==> config.mk <==
export PLATFORM = sky130hd
export DESIGN_NAME = als_spi_reader
export DESIGN_NICKNAME = d
export VERILOG_FILES = /design/src/rtl/als_spi_reader.sv
export SDC_FILE = /design/constraint.sdc
export NUM_CORES = 1
export LEC_CHECK = 0
export BUFFER_PORTS_ARGS = -buffer_cell sky130_fd_sc_hd__clkbuf_2
export CORE_ASPECT_RATIO = 0.5
export CORE_MARGIN = 2
export CORE_UTILIZATION = 50
export CTS_BUF_LIST = sky130_fd_sc_hd__clkbuf_8
export DETAILED_ROUTE_END_ITERATION = 8
export HOLD_SLACK_MARGIN = 0.02
export PLACE_DENSITY_LB_ADDON = 0.08
export SYNTH_ARGS = -nofsm -noshare
export SYNTH_HDL_FRONTEND = slang
export SYNTH_SLANG_ARGS = --single-unit
==> constraint.sdc <==
create_clock -name i_clock -period 2.45 [get_ports i_clock]
set_input_delay 0.1225 -clock i_clock [delete_from_list [all_inputs] [get_ports i_clock]]
set_output_delay 0.1225 -clock i_clock [all_outputs]
set_load 0.02 [all_outputs]
==> src/rtl/als_spi_reader.sv <==
// SPI read engine for the PmodALS (ADC081S021): frames one 16-clock conversion
// timed by the clock_divider output and strobes the 8-bit light sample.
`timescale 1ns/1ps
module als_spi_reader #(
   parameter int SYNC_STAGES = 2
) (
   input  logic       i_clock,
   input  logic       i_aresetn,
   input  logic       i_div_clock,
   input  logic       i_start,
   input  logic       i_miso,
   output logic       o_cs_n,
   output logic       o_sclk,
   output logic [7:0] o_data,
   output logic       o_valid,
   output logic       o_busy,
   output logic [1:0] o_dbg_state
);

   typedef enum logic [1:0] {
      ST_IDLE  = 2'd0,
      ST_ALIGN = 2'd1,
      ST_SHIFT = 2'd2
   } state_t;

   state_t                 state_q, state_d;
   logic                   div_q;
   logic [SYNC_STAGES-1:0] miso_sync_q;
   logic [15:0]            shift_q, shift_d, shift_next;
   logic [3:0]             bit_cnt_q, bit_cnt_d;
   logic                   cs_n_q, cs_n_d;
   logic                   sclk_q, sclk_d;
   logic [7:0]             data_q, data_d;
   logic                   valid_q, valid_d;
   logic                   busy_q, busy_d;
   logic                   rise, fall, miso_s;

   // i_div_clock is already a flop in this domain, so a single delay gives both edges.
   assign rise   = i_div_clock & ~div_q;
   assign fall   = ~i_div_clock & div_q;
   assign miso_s = miso_sync_q[SYNC_STAGES-1];

   always_comb begin
      state_d    = state_q;
      shift_d    = shift_q;
      bit_cnt_d  = bit_cnt_q;
      cs_n_d     = cs_n_q;
      sclk_d     = sclk_q;
      data_d     = data_q;
      valid_d    = 1'b0;
      busy_d     = busy_q;
      shift_next = {shift_q[14:0], miso_s};
      case (state_q)
         ST_IDLE: begin
            cs_n_d = 1'b1;
            sclk_d = 1'b1;
            busy_d = 1'b0;
            if (i_start) begin
               state_d = ST_ALIGN;
               busy_d  = 1'b1;
            end
         end
         ST_ALIGN: begin
            if (rise) begin
               cs_n_d    = 1'b0;
               bit_cnt_d = 4'd0;
               state_d   = ST_SHIFT;
            end
         end
         ST_SHIFT: begin
            if (fall) begin
               sclk_d = 1'b0;
            end else if (rise) begin
               sclk_d    = 1'b1;
               shift_d   = shift_next;
               bit_cnt_d = bit_cnt_q + 4'd1;
               // 16th rise: D7..D0 were sampled on rises 4..11.
               if (bit_cnt_q == 4'd15) begin
                  cs_n_d  = 1'b1;
                  data_d  = shift_next[12:5];
                  valid_d = 1'b1;
                  busy_d  = 1'b0;
                  state_d = ST_IDLE;
               end
            end
         end
         default: state_d = ST_IDLE;
      endcase
   end

   always_ff @(posedge i_clock or negedge i_aresetn) begin
      if (!i_aresetn) begin
         state_q     <= ST_IDLE;
         div_q       <= 1'b0;
         miso_sync_q <= '0;
         shift_q     <= 16'h0000;
         bit_cnt_q   <= 4'd0;
         cs_n_q      <= 1'b1;
         sclk_q      <= 1'b1;
         data_q      <= 8'h00;
         valid_q     <= 1'b0;
         busy_q      <= 1'b0;
      end else begin
         state_q     <= state_d;
         div_q       <= i_div_clock;
         miso_sync_q <= {miso_sync_q[SYNC_STAGES-2:0], i_miso};
         shift_q     <= shift_d;
         bit_cnt_q   <= bit_cnt_d;
         cs_n_q      <= cs_n_d;
         sclk_q      <= sclk_d;
         data_q      <= data_d;
         valid_q     <= valid_d;
         busy_q      <= busy_d;
      end
   end

   assign o_cs_n      = cs_n_q;
   assign o_sclk      = sclk_q;
   assign o_data      = data_q;
   assign o_valid     = valid_q;
   assign o_busy      = busy_q;
   assign o_dbg_state = state_q;

endmodule

# --- Word-level counts from Yosys, hierarchy flattened ---
# Index checks and enable logic that the tools add are counted.
word_totals:
  register_bits: 33
  wordCells: 63
  input_bits: 5
classes:
  n_addsub: 1
  reduce_logical: 11
  bitwise_logic: 5
  eq_ne: 9
  n_mux: 27
ops:
  columns: ["operator", "n"]
  rows:
  - ["$mux W1", 14]
  - ["$mux W4", 3]
  - ["$reduce_and A4 Y1", 3]
  - ["$mux W2", 5]
  - ["$ne A2 B2 Y1 const B", 5]
  - ["$reduce_and A5 Y1", 2]
  - ["$pmux W4 S2", 1]
  - ["$pmux W2 S3", 1]
  - ["$add A4 B1 Y4 const B", 1]
  - ["$eq A4 B4 Y1 const B", 1]
  - ["$pmux W1 S2", 2]
  - ["$reduce_bool A2 Y1", 2]
  - ["$ne A3 B3 Y1 const B", 1]
  - ["$not A1 Y1", 3]
  - ["$pmux W1 S3", 1]
  - ["$reduce_and A3 Y1", 1]
  - ["$reduce_bool A3 Y1", 1]
  - ["$and A1 B1 Y1", 2]
  - ["$eq A2 B1 Y1 const B", 1]
  - ["$eq A2 B2 Y1 const B", 1]
  - ["$logic_not A2 Y1", 1]
  - ["$reduce_and A2 Y1", 1]

# --- Depth between registers and ports, before layout ---
# Gate-level depths: netlist of the first run.
depth:
  word_depth: 5
  mapped_depth: 6

# --- Worst setup path before layout of the first run ---
# Ideal clock, no wire load.
synth_path:
  path_kind: "reg2reg"
  start: "register div_q"
  end: "register data_q[0] (netlist: o_data[0])"
  slack_ns: 0.984
  stages_incl_launch_ff: 7
  t_arrival_ns: 1.342
  n_path_buf: 1
  path_cell_list: "dfrtp_1 inv_1 ha_1 buf_6 nand3b_4 nor2_8 mux2_2"
synth_via:
  elab_chain_cells: 3
  word_cells_on_any_way: 5
  cone_classes: "bitwise: 4; reduce/logical: 1"
synth_lines:
  columns: ["element", "line_no", "rtl"]
  rows:
  - ["start, declared", "27", "logic div_q;"]
  - ["start signal, assigned", "105", "div_q <= i_div_clock;"]
  - ["$and A1 B1 Y1 or $not A1 Y1 (tied branches)", "40, 39", null]
  - ["$not A1 Y1 (no source line) or $and A1 B1 Y1 (tied branches)", null, null]
  - ["$reduce_and A4 Y1 (no source line) *", null, null]
  - ["end signal, assigned", "111", "data_q <= data_d;"]
  - ["end, declared", "33", "logic [7:0] data_q, data_d;"]
# Mark *: on every way between the ends. The rest lies on a longest branch, timed or not.
# A chain may end at the register's enable or synchronous reset.

# --- Worst setup path in the final report of the first run ---
layout_path:
  start: "input i_div_clock"
  end: "register data_q[6] (netlist: o_data[6])"
layout_via:
  elab_chain_cells: 4
  word_cells_on_any_way: 5
  cone_classes: "bitwise: 4; reduce/logical: 1"
layout_lines:
  columns: ["element", "line_no", "rtl"]
  rows:
  - ["start, declared", "9", "input logic i_div_clock,"]
  - ["$not A1 Y1", "40", "assign fall = ~i_div_clock & div_q;"]
  - ["$and A1 B1 Y1", "40", null]
  - ["$not A1 Y1 (no source line)", null, null]
  - ["$reduce_and A4 Y1 (no source line) *", null, null]
# Marked as above.

==> results.toml, run 1 <==
[run_status]
status = "finished clean"

[finish]
fill_cells = 219
drive_gt1_share_pct = 40.9
antenna_cells = 0
layout_common_cells = "31 x dfrtp_1, 18 x clkbuf_2, 11 x mux2_2"
final_area_um2 = 1720
multi_input_area_um2 = 591
seq_area_um2 = 828
final_common_cell = "dfrtp_1"
syn_to_final_growth_pct = 16.5
final_core_util_pct = 63.6
layout.cells.non_filler = 164
nets = 134

[floorplanning]
core_region_area_um2 = 2700
num_rows = 13
die_width_um = 80.8
die_area_um2 = 3420
io_pins = 19
initial_utilization_pct = 54.6
die_h_um = 42.4

[clock_tree]
cts_resized = 0
clkTransAtPathRegs_ns = 0.06
cts_made_buffers = 5
cts_setup_buffers = 0
cts_num_sinks = 33
cts-htree-levels = 2
clk-insertion-delay-late_ns = 0.29
cts_max_path_buffers = 2
cts_tree = "built"
root_buffer = "clkbuf_8"

[synth]
synth-compound-area-share_pct = 7.56
synth_area_um2 = 1470
synth.distinct_cells = 32
ys_seq_area_share_pct = 56.2
synth_edf_count = 0
async_flop_share_pct = 100
synth_cells = 103
syn_avg_cell_area_um2 = 14.3
synthAdderAreaFrac_pct = 2.55
synth_seq_cells = 33
synthXorXnorAreaFrac_pct = 0
synthFlopType = "dfrtp_1"
synth_top_family_by_area = "multiplexers"
synth_nets = 111
synth-simple-area-share_pct = 11.0
synth_warnings = 0
muxShareOfSynthArea_pct = 19.0

[drt]
dr.pass1.iters = 4
final_antenna_net_count = 0
avgRoutedWirePerCell_um = 14.6
drt-total-wl_um = 2400
drt_iter0_drc = 62
vias_per_cell = 5.30
vias = 870
drc_errors = 0

[global_route]
grt-ovfl-total = 0
grt_first_pass_wirelength_um = 4200
antenna_found_initial = 0
grt_pass1_vias = 878
grtUsageTotal_pct = 17.4
grt_max_degree = 34

[timing]
finalCritPeriodShare_pct = 79.2
whs_ns = 0.112
period_minus_slack_ns = 1.94
drv_slew = 0
rsz0062_at_grt = "false"
setup-violations-final = 0
setup_ws_ns = 0.509
worstMarginPinSlew_ns = 0.783
finClkSkew_ns = 0.00662
tns_ns = 0
fmax_mhz = 515
finalHoldViolCount = 0
maxSlewHeadroom_pct = 47.8

[place]
place_inst = 153
placed_area_um2 = 1570
detailedPlace.worstSlack_ns = 0.559
hpwlAfterDp_um = 1590
routabilityCongestion = 0.769
numPortBuffers = 18

[worst_hold_path]
min_from = "i_start"
min_path_cells = 3
hold_class = "in2reg"
hold_end = "o_dbg_state[0]"

[critical_path]
cp-end-kind = "flop"
path_cells = "dlygate4sd3_1, clkbuf_2, ha_1, nand3b_4, nor2_8, mux2_2"
cp_slowest_cell = "dlygate4sd3_1"
crit_cells = 6
rr_worst_depth = 5
r2r-start = "div_q"
crit_family = "buffers and inverters"
slowest_delay_ns = 0.52
critical_path_arrival_ns = 2.11
cp_num_buf_inv = 2
crit_fanout = 14
rrSetupSlack_ns = 0.57
path_class = "in2reg"
critical_path_required_ns = 2.62
rr_endpoint = "o_data[6]"
startpoint_type = "input pin"

[power]
ir_worst_vdd_mv = 0.586
p_leak_nw = 0.918
pwr-share-comb_pct = 20.8
swShare_pct = 29.7
finalPower_mw = 1.64
p_int_mw = 1.15
power_density_nw_per_um2 = 954
clockPowerShare_pct = 32.0
pwr-share-seq_pct = 47.2
p_sw_uw = 486

[run]
cap_violations = 0
-- power by group through the flow --
stage | sequential, mW | clock, mW | combinational [mW]
final | 0.774 | 0.523 | 0.341
after global routing | 0.793 | 0.567 | 0.375
after CTS | 0.771 | 0.535 | 0.345
after detailed placement | 0.781 | 0 | 0.339
after global placement | 0.769 | 0 | 0.328
after floorplan | 0.753 | 0 | 0.288
-- repair_timing --
| item | 4_1_cts | 5_1_grt |
|---|---|---|
| endpoints found under the hold margin | 33 | 0 |
| setup endpoints to repair | 0 | 0 |
| hold buffers | 3 | 0 |
-- registers in the layout, summed over array words and instances, names as in the netlist --
register     flops
o_busy           1
o_valid          1
o_sclk           1
div_q            1
o_data           8
miso_sync_q      2
shift_q         12
bit_cnt_q        4
o_dbg_state      2
o_cs_n           1
-- area by class of cell --
| class | count | area share (%) |
|---|---|---|
| clock buffers | 6 | 4.81 |
| clock inverters | 2 | 1.97 |
| inverters | 4 | 0.875 |
| multi-input cells | 61 | 34.4 |
| flip-flops and latches | 33 | 48.3 |
| well taps | 37 | 2.70 |
| repair buffers | 21 | 7.00 |
-- worst max path at each step --
stage,from,endpoint,slack (ns)
finish,i_div_clock,o_data[6],0.51
global route,i_div_clock,o_data[0],0.38
CTS,i_div_clock,o_data[6],0.50
detailed placement,div_q,o_data[6],0.56
global placement,div_q,o_data[0],0.65
floorplan,div_q,o_data[0],0.98
-- layer usage --
metal	wire [µm]	track usage, %	up-vias	share of wire [%]
met2	1020	24.5	18	42
met3	110	7.33	4	4.6
li1	-	-	420	-
met5	0	0	-	0
met4	39	9.15	0	1.6
met1	1230	22.9	428	51
-- tightest hold or removal path, delay by kind of cell --
family / cells / cell delay [ns]
buffers and inverters: 1 / 0.09
AND/OR/NAND/NOR: 1 / 0.08
AO/OA/AOI/OAI: 1 / 0.06
-- cell families after synthesis --
group,count (synthesis)
flops,33
buf+inv,9
compound gates,14
fa+ha+maj,3
simple gates,22
mux,22
-- Yosys cell counts (3+ instances only) --
cell type  instances  area share (%)
dfrtp_1           31              53
mux2_2            11             8.4
mux2_4             9             9.2
a22o_1             4             2.4
inv_1              4             1.0
a31o_2             3             1.8
ha_1               3             2.5
nand3_1            3             1.0
nor2_1             3            0.76
nor2b_1            3             1.3
(Power assumes the default switching activity.)
==> inputs of run 2 (changes only) <==
- clock period: 2.45 -> 1.65 ns (I/O delays scaled with it)
==> results.toml, run 2 (same netlist as run 1, synthesis figures left out) <==
[timing]
finalCritPeriodShare_pct = 96.3
finClkSkew_ns = 0.00584
period_minus_slack_ns = 1.59
tns_ns = 0
worstMarginPinSlew_ns = 0.774
maxSlewHeadroom_pct = 48.4
fmax_mhz = 630
finalHoldViolCount = 0
drv_slew = 0
setup-violations-final = 0
rsz0062_at_grt = "false"

[critical_path]
critical_path_required_ns = 1.82
critical_path_arrival_ns = 1.76
startpoint_type = "input pin"
cp-end-kind = "flop"
path_class = "in2reg"
crit_fanout = 10

[run_status]
status = "finished clean"

[clock_tree]
cts_tree = "built"
root_buffer = "clkbuf_8"
cts_resized = 0
cts_num_sinks = 33
cts-htree-levels = 2
clkTransAtPathRegs_ns = 0.07
cts_made_buffers = 5
cts_max_path_buffers = 2
clk-insertion-delay-late_ns = 0.28

[finish]
final_area_um2 = 1770
layout_common_cells = "31 x dfrtp_1, 18 x clkbuf_2, 11 x mux2_2"
largest_register = "shift_q"
drive_gt1_share_pct = 43.9
antenna_cells = 0
syn_to_final_growth_pct = 20.2
largest_reg_flops = 12
nets = 139
final_common_cell = "dfrtp_1"
final_core_util_pct = 65.6

[drt]
drc_errors = 0
dr.pass1.iters = 3
avgRoutedWirePerCell_um = 14.5
vias = 902
vias_per_cell = 5.34
final_antenna_net_count = 0
drt_iter0_drc = 23
drt-total-wl_um = 2450

[floorplanning]
die_width_um = 80.8
initial_utilization_pct = 54.6
io_pins = 19
die_area_um2 = 3420
num_rows = 13
core_region_area_um2 = 2700
die_h_um = 42.4

[power]
power_density_nw_per_um2 = 1460
p_leak_nw = 0.948
ir_worst_vdd_mv = 1.23

[global_route]
grt_first_pass_wirelength_um = 4550
grt_max_degree = 34
grt-ovfl-total = 0
grtUsageTotal_pct = 18.4
grt_pass1_vias = 972
antenna_found_initial = 0

[place]
placed_area_um2 = 1610
numPortBuffers = 18
routabilityCongestion = 0.669
hpwlAfterDp_um = 1800

[worst_hold_path]
hold_class = "in2reg"

[run]
cap_violations = 0
==> run 2: path summary, 6_finish.rpt <==
check                                from             end  slack (ns)  cells past startpoint
max                           i_div_clock    bit_cnt_q[0]        0.06                      7
min                               i_start  o_dbg_state[0]        0.07                      3
max reg2reg                         div_q    bit_cnt_q[0]        0.16                      6
min reg2reg                miso_sync_q[0]  miso_sync_q[1]        0.35                      0
max in group asynchronous       i_aresetn  miso_sync_q[0]        0.74                      2
min in group asynchronous       i_aresetn  o_dbg_state[0]        0.41                      2
==> run 2: worst max-delay path: stages <==
cell and delay, ns:
dlygate4sd3_1 0.53, clkbuf_2 0.13, ha_1 0.24, buf_4 0.18
nor3b_1 0.15, mux2_2 0.26, a22o_1 0.18
==> run 2: repair_timing <==
item | 4_1_cts | 5_1_grt
hold buffers | 3 | 0
buffers inserted | 0 | 0
hold endpoints to repair | 33 | 0
==> run 2: layout make-up <==
class / instances / area [µm²]
inverter: 4 / 15.0
sequential: 33 / 828
timing repair buffer: 26 / 158
clock buffer: 5 / 68.8
multi-input combinational: 61 / 591
clock inverter: 3 / 65.1
fill: 225 / 928
tap: 37 / 46.3
==> run 2: through the flow <==
stage	std cells	power, mW	hold WS (ns)	setup slack [ns]
finish	169	2.59	0.0732	0.0617
global route	169	2.75	0.106	0.00235
CTS	169	2.61	0.0643	0.0614
detailed placement	158	1.71	0.200	0.156
global placement	158	1.67	0.173	0.210
floorplan	103	1.54	-0.213	0.184
==> run 2: power by group <==
group	internal [mW]	switching [mW]
logic	0.311	0.329
clock network	0.600	0.291
registers	0.951	0.110
total	1.86	0.730
==> run 2: metal layers <==
layer  global-route usage [%]  vias up  wire (µm)
met1                     22.0      452       1090
met2                     30.2       19       1200
li1                         -      427          -
met3                     6.68        4        132
met4                     8.14        0         31
met5                        0        -          0
==> inputs of run 3 (changes only) <==
- PLACE_DENSITY_LB_ADDON: 0.08 -> 0.05
==> results.toml, run 3 (same netlist as run 1, synthesis figures left out) <==
[clock_tree]
root_buffer = "clkbuf_8"
cts_made_buffers = 5
cts_tree = "built"
cts_num_sinks = 33
clk-insertion-delay-late_ns = 0.28
cts_max_path_buffers = 2
clkTransAtPathRegs_ns = 0.07
cts-htree-levels = 2

[power]
p_leak_nw = 0.941
p_int_mw = 1.75
swShare_pct = 29.4
pwr-share-comb_pct = 26.0
ir_worst_vdd_mv = 1.04
p_sw_uw = 729
pwr-share-seq_pct = 42.9
power_density_nw_per_um2 = 1410
clockPowerShare_pct = 31.1

[critical_path]
startpoint_type = "input pin"
path_cells = "dlygate4sd3_1, clkbuf_2, ha_2, buf_4, nor3b_1, mux2_2, a22o_1"
cp_slowest_cell = "dlygate4sd3_1"
cp_num_buf_inv = 3
crit_fanout = 10
path_class = "in2reg"
r2r-start = "bit_cnt_q[0]"
critical_path_arrival_ns = 1.74
startpoint = "i_div_clock"
cp-end-kind = "flop"
slowest_delay_ns = 0.53
critical_path_required_ns = 1.82
crit_family = "buffers and inverters"

[drt]
drt-total-wl_um = 2440
vias = 915
drt_iter0_drc = 31
dr.pass1.iters = 4
drc_errors = 0
avgRoutedWirePerCell_um = 14.4
final_antenna_net_count = 0
vias_per_cell = 5.41

[timing]
period_minus_slack_ns = 1.57
maxSlewHeadroom_pct = 48.4
worstMarginPinSlew_ns = 0.774
tns_ns = 0
finalHoldViolCount = 0
fmax_mhz = 638
finClkSkew_ns = 0.00390
setup-violations-final = 0
whs_ns = 0.0660
rsz0062_at_grt = "false"
finalCritPeriodShare_pct = 94.9
drv_slew = 0

[worst_hold_path]
hold_class = "in2reg"
min_from = "i_start"

[finish]
drive_gt1_share_pct = 44.7
layout.cells.non_filler = 169
final_core_util_pct = 65.2
fill_cells = 212
nets = 139
syn_to_final_growth_pct = 19.4
layout_common_cells = "31 x dfrtp_1, 18 x clkbuf_2, 11 x mux2_2"
largest_reg_flops = 12
largest_register = "shift_q"
antenna_cells = 0
final_common_cell = "dfrtp_1"

[global_route]
grt-ovfl-total = 0
antenna_found_initial = 0
grtUsageTotal_pct = 17.2
grt_pass1_vias = 909
grt_first_pass_wirelength_um = 4220
grt_max_degree = 34

[floorplanning]
io_pins = 19
initial_utilization_pct = 54.6
die_area_um2 = 3420
num_rows = 13
die_width_um = 80.8
die_h_um = 42.4
core_region_area_um2 = 2700

[place]
numPortBuffers = 18
routabilityCongestion = 0.684
hpwlAfterDp_um = 1730
place_inst = 158

[run]
cap_violations = 0

[run_status]
status = "finished clean"
[run 3: tightest hold or removal path: stages]
cell	delay, ns
clkbuf_2	0.09
a21oi_1	0.06
nor2_1	0.07
[run 3: cell type report]
class | count | area (µm²) | share of cell area, %
sequential | 33 | 828 | 47.1
multi-input combinational | 61 | 596 | 33.9
timing repair buffer | 26 | 158 | 8.96
clock buffer | 6 | 82.6 | 4.69
tap | 37 | 46.3 | 2.63
clock inverter | 2 | 33.8 | 1.92
inverter | 4 | 15.0 | 0.853
[run 3: power by group through the flow]
| stage | logic, mW | clock network (mW) | registers, mW |
|---|---|---|---|
| finish | 0.644 | 0.772 | 1.06 |
| global route | 0.700 | 0.829 | 1.08 |
| CTS | 0.648 | 0.783 | 1.06 |
| detailed placement | 0.641 | 0 | 1.08 |
| global placement | 0.610 | 0 | 1.06 |
| floorplan | 0.427 | 0 | 1.12 |
[run 3: per-stage QoR]
stage | power (mW) | setup slack, ns | area, µm²
global route | 2.61 | 0.0261 | 1760
global placement | 1.67 | 0.212 | 1610
floorplan | 1.54 | 0.184 | 1470
finish | 2.48 | 0.0834 | 1760
CTS | 2.49 | 0.0361 | 1750
detailed placement | 1.72 | 0.141 | 1610
[run 3: timing repair]
action                     4_1_cts  5_1_grt
setup buffers                    0        0
hold buffers                     3        0
setup endpoints to repair        0        2
hold endpoints to repair        33        0
resized for setup                0        2
[run 3: path summary, 6_finish.rpt]
path	cells past startpoint	slack, ns	end
setup / recovery	7	0.08	bit_cnt_q[0]
hold / removal	3	0.07	o_dbg_state[0]
setup reg to reg	4	0.15	o_data[7]
hold reg to reg	0	0.36	miso_sync_q[1]
max in group asynchronous	2	0.75	o_data[6]
min in group asynchronous	2	0.41	o_dbg_state[0]
[run 3: layer usage]
layer	wire [µm]	vias to the layer above	global-route usage (%)
li1	-	426	-
met1	1150	461	21.3
met2	1120	23	26.8
met3	129	5	6.47
met4	41	0	8.14
met5	0	-	0
